`config.mk`:
```
export PLATFORM = sky130hd
export DESIGN_NAME = standard_fifo
export DESIGN_NICKNAME = d
export VERILOG_FILES = /design/src/rtl/standard_fifo.sv
export SDC_FILE = /design/constraint.sdc
export NUM_CORES = 1
export LEC_CHECK = 0
export ABC_CLOCK_PERIOD_IN_PS = 2400
export BUFFER_PORTS_ARGS = -buffer_cell sky130_fd_sc_hd__buf_4
export CAP_MARGIN = 15
export CORE_ASPECT_RATIO = 0.9
export CORE_MARGIN = 2
export CORE_UTILIZATION = 45
export DETAILED_ROUTE_END_ITERATION = 6
export SYNTH_ARGS = -nofsm -noshare
export SYNTH_HDL_FRONTEND = slang
export SYNTH_SLANG_ARGS = --single-unit
```
`constraint.sdc`:
```
create_clock -name clk -period 2.4 [get_ports clk]
set_input_delay 0.36 -clock clk [delete_from_list [all_inputs] [get_ports clk]]
set_output_delay 0.36 -clock clk [all_outputs]
set_load 0.05 [all_outputs]
```
`src/rtl/standard_fifo.sv`:
```
// Standard (non-FWFT) synchronous FIFO with registered read data and
// registered empty/full flags. Depth is 2^ADDR_WIDTH words.
module standard_fifo #(
  parameter int ADDR_WIDTH = 4,
  parameter int DATA_WIDTH = 8
) (
  input  logic                  clk,
  input  logic                  reset,
  input  logic                  wr,
  input  logic                  rd,
  input  logic [DATA_WIDTH-1:0] w_data,
  output logic [DATA_WIDTH-1:0] r_data,
  output logic                  empty,
  output logic                  full
);

  localparam int unsigned DEPTH = 1 << ADDR_WIDTH;

  logic [DATA_WIDTH-1:0] r_mem [DEPTH];
  logic [ADDR_WIDTH-1:0] r_wptr;
  logic [ADDR_WIDTH-1:0] r_rptr;
  logic [DATA_WIDTH-1:0] r_rdata;
  logic                  r_empty;
  logic                  r_full;

  logic                  w_rd_acc;
  logic                  w_wr_acc;
  logic [ADDR_WIDTH-1:0] w_wptr_nxt;
  logic [ADDR_WIDTH-1:0] w_rptr_nxt;

  // Accept decode: a read frees a slot, so a write while full is taken
  // only when a read is accepted on the same edge.
  always_comb begin
    w_rd_acc   = rd & ~r_empty;
    w_wr_acc   = wr & (~r_full | w_rd_acc);
    w_wptr_nxt = r_wptr + ADDR_WIDTH'(1);
    w_rptr_nxt = r_rptr + ADDR_WIDTH'(1);
  end

  // Storage array: no reset; stale words are unreachable because the
  // pointers and empty flag are reset.
  always_ff @(posedge clk) begin
    if (reset && w_wr_acc) begin
      r_mem[r_wptr] <= w_data;
    end
  end

  // Pointers, read data register and occupancy flags.
  always_ff @(posedge clk) begin
    if (!reset) begin
      r_wptr  <= '0;
      r_rptr  <= '0;
      r_rdata <= '0;
      r_empty <= 1'b1;
      r_full  <= 1'b0;
    end else begin
      if (w_wr_acc) begin
        r_wptr <= w_wptr_nxt;
      end
      if (w_rd_acc) begin
        r_rptr  <= w_rptr_nxt;
        r_rdata <= r_mem[r_rptr];
      end
      // Simultaneous accepted read and write leaves occupancy unchanged.
      if (w_wr_acc && !w_rd_acc) begin
        r_empty <= 1'b0;
        r_full  <= (w_wptr_nxt == r_rptr);
      end else if (w_rd_acc && !w_wr_acc) begin
        r_full  <= 1'b0;
        r_empty <= (w_rptr_nxt == r_wptr);
      end
    end
  end

  assign r_data = r_rdata;
  assign empty  = r_empty;
  assign full   = r_full;

endmodule

```
==> results by stage <==
Run status:
- The flow ran to the end, and the final reports show no timing, DRC or antenna violations.

Clock network:
- The clock root buffer master is clkbuf_16.
- Gates resized during post-CTS repair numbered 0.
- Clock tree synthesis inserted a total of 17 buffers.
- Clock-pin slew was measured on the worst setup and hold paths at 60 ps.
- The H-tree generated during clock tree synthesis spans 4 levels.
- The later pin in the worst-skew pair is clocked with a latency of 430 ps.
- The clock net in this run drives a total of 146 sinks.
- The number of buffers inserted to repair setup after CTS is 0.
- The maximum count of clock buffers along a single path is 2.
- The number of hold buffers added after CTS is 0.
- TritonCTS built the clock tree.

Floorplan:
- From bottom edge to top edge, the die measures 112.9 um.
- The number of rows in the core area is 39.
- The core region is 12780 um^2.
- The die boundary width is 125.0 um.
- Once the floorplan was initialized, standard cells occupied 46.39% of the core.
- For this design the top-level I/O count stands at 22.
- The die covers 14110 um^2.

Placed design:
- The placed instance area is 6341 um^2.
- In this run the tool buffered the top-level ports with 21 buffer cells.
- The post-detailed-placement half-perimeter wirelength is 7852 um.
- The placed instance count is 574.
- At the end of routability-driven placement, the weighted congestion stood at 0.8439.

Power:
- The power per standard cell area is 898.4 nW/um^2.
- The analysis attributes to cell leakage a power of 2.393 nW.
- The peak supply drop is 0.5082 mV.

STA:
- Setup repair after global routing left no endpoint under its margin.
- The total setup violations reported at the end of the flow is 0.
- For the final database, setup skew stands at 13.01 ps.
- Headroom to the max-slew limit came out at 56.71%.
- The number of max-slew violations in the final report is 0.
- The portion of the clock cycle consumed by the worst path in the final layout is 78.87%.
- The shortest period the worst path allows is 1893 ps.
- Derived from the worst setup path, the maximum achievable clock frequency is 528.3 MHz.
- In the final timing run, aggregate negative setup slack is 0 ps.
- The final hold violation count is 0.
- The worst-margin pin slew is 649.4 ps.

Cells and area:
- The proportion of layout cells with a drive suffix above 1 is 17.65%.
- Leaving out fill and tap cells, the most frequent cell in the layout is edfxtp_1.
- The final design area excluding fillers is 7022 um^2.
- The layout-stage area growth over the synthesis result is 18.40%.
- For this run, the number of standard cells in the final layout without fillers is 606.
- The final layout net count is 447.
- The top cell types in the final layout, fill and taps aside, are edfxtp_1, mux2i_1, buf_4.
- The number of antenna diodes in the final layout is 0.

Setup path:
- Traced cell by cell, the critical path runs through and2b_2 -> inv_2 -> a21oi_4 -> ha_1 -> nor4b_1 -> a32oi_1 -> nor2b_1.
- The startpoint-to-endpoint class of the critical path is reg -> reg.
- The element type at the critical path start is a flip-flop.
- The required time at the worst-slack endpoint is 2760 ps.
- The delay of the slowest cell on the worst path is 330 ps.
- For this design, the slowest cell found on the critical path is dfxtp_1.
- The endpoint kind of the worst setup timing path is a flip-flop.
- The worst endpoint data arrival time is 2260 ps.
- In this run the worst path has a maximum fanout of 7.
- The number of buffers and inverters on the critical path is 1.
- On the critical path the largest part of the delay comes from simple AND/OR/NAND/NOR gates.

Synth:
- The mapped netlist covers 5931 um^2.
- Summed over all instances, the cell type with the most area after synthesis is edfxtp_1.
- In this run, synthesis produced a sequential element count of 146.
- In this run, distinct cell masters in the synthesized netlist total 33.
- The proportion of netlist area held by the largest area contributor is 64.81%.
- For this run, the register share of the synthesized area comes to 70.89%.
- During synthesis, Yosys emitted a total of 0 warnings.
- The number of nets handed over by synthesis was 405.
- By area the synthesized netlist is led by edfxtp_1, mux2i_1, dfxtp_1.
- The cell count after synthesis is 387.
- Each instance of the synthesized netlist takes up on average 15.32 um^2.

Drt:
- The first TritonRoute pass finished after 4 iterations.
- The violation count after the first detailed-route iteration is 242.
- Across all layers, the routed design uses 3255 vias.
- Once detail routing completed, the nets flagged for antenna violations numbered 0.
- For this run, design rule violations remaining after detail routing come to 0.
- Dividing the detail-routed via count by the number of cells gives 5.371.
- The aggregate routed wire length is 12360 um.
- The wire length per cell after detailed routing is 20.39 um.

Global route:
- The largest net degree at the start of global routing is 47.
- The number of antenna violations at the first check in global routing is 0.
- The first global-routing pass estimated 18980 um of wire.
- The overall overflow remaining after global route is 0.
- The via count of the first global-routing pass came to 3258.
- Global routing consumed, over all layers together, 18.71% of the routing resources.

Job:
- Max-cap violations in this run came to 0.

Min path:
- In this run the worst hold path is classified as in -> reg.
-- cells by family (layout without fill, tap and decap cells) --
kind of cell / Yosys count / in the layout / share of synthesized area, %
fa+ha+maj: 6 / 6 / 1.266
mux: 64 / 64 / 11.22
compound gates: 36 / 36 / 4.093
buf+inv: 25 / 80 / 2.574
flops: 146 / 146 / 70.89
simple gates: 95 / 95 / 7.743
xor+xnor: 15 / 15 / 2.215
-- Yosys cell counts --
| library cell | number |
|---|---|
| mux2i_1 | 62 |
| edfxtp_1 | 128 |
| and2_0 | 1 |
| inv_2 | 1 |
| nor2b_1 | 5 |
| xor2_1 | 4 |
| nor4_1 | 1 |
| and2_1 | 6 |
| clkbuf_1 | 4 |
| inv_1 | 4 |
| dfxtp_1 | 18 |
| nor4b_1 | 1 |
| buf_4 | 8 |
| a21boi_0 | 1 |
| a32oi_1 | 1 |
| nand4b_1 | 1 |
| a211oi_1 | 1 |
| and2b_2 | 1 |
| a22oi_1 | 15 |
| nand2b_1 | 2 |
| a21oi_4 | 1 |
| buf_2 | 5 |
| nor3_1 | 4 |
| nand3_1 | 30 |
| mux4_2 | 2 |
| xnor2_1 | 11 |
| ha_1 | 6 |
| nor2_1 | 14 |
| nand2_1 | 28 |
| nand4bb_1 | 1 |
| buf_6 | 3 |
| o211ai_1 | 2 |
| a21oi_1 | 15 |
-- per-layer routing --
metal	wire length, um	track usage, %	share of wire [%]	vias up
met5	0	0	0	-
met4	150	7.556	1.2	0
met3	569	4.870	4.6	11
met2	5867	29.06	47	62
met1	5772	25.44	47	1633
li1	-	-	-	1549
-- cell type report --
type | count | area, um^2
Fill cell | 1022 | 5763
Sequential cell | 146 | 4208
Multi-Input combinational cell | 216 | 1574
Clock buffer | 20 | 446.7
Timing Repair Buffer | 43 | 335.3
Clock inverter | 12 | 234.0
Tap cell | 164 | 205.2
Inverter | 5 | 18.77
-- metrics by stage --
step                      power (mW)  hold slack [ps]  utilization [%]  setup slack, ps
after floorplan                3.187            458.9                -            138.4
after global placement         3.311            440.2            49.60            508.6
after detailed placement       3.317            448.2            49.60            480.4
after CTS                      6.351            199.7            54.92            515.9
after global routing           6.506            210.9            54.92            325.1
final                          6.309            216.1            54.92            507.2
-- final timing paths --
kind | startpoint | end | slack [ps] | depth (start not counted)
max reg2reg | empty | full | 510 | 7
min | reset | empty | 220 | 2
min reg2reg | r_data[1] | r_data[1] | 460 | 2
max | empty | full | 510 | 7
-- state kept, by name (all words and copies together), names as in the netlist --
signal,flops
r_data,8
r_rptr,4
empty,1
r_mem,128
r_wptr,4
full,1
-- report_power, final --
group | total (mW) | switching, mW | leakage (nW) | internal (mW)
Clock | 3.05 | 0.979 | 0.335 | 2.07
Sequential | 2.84 | 0.0389 | 1.30 | 2.80
Combinational | 0.422 | 0.252 | 0.757 | 0.170
No activity file was read; power rests on OpenSTA's default activity.
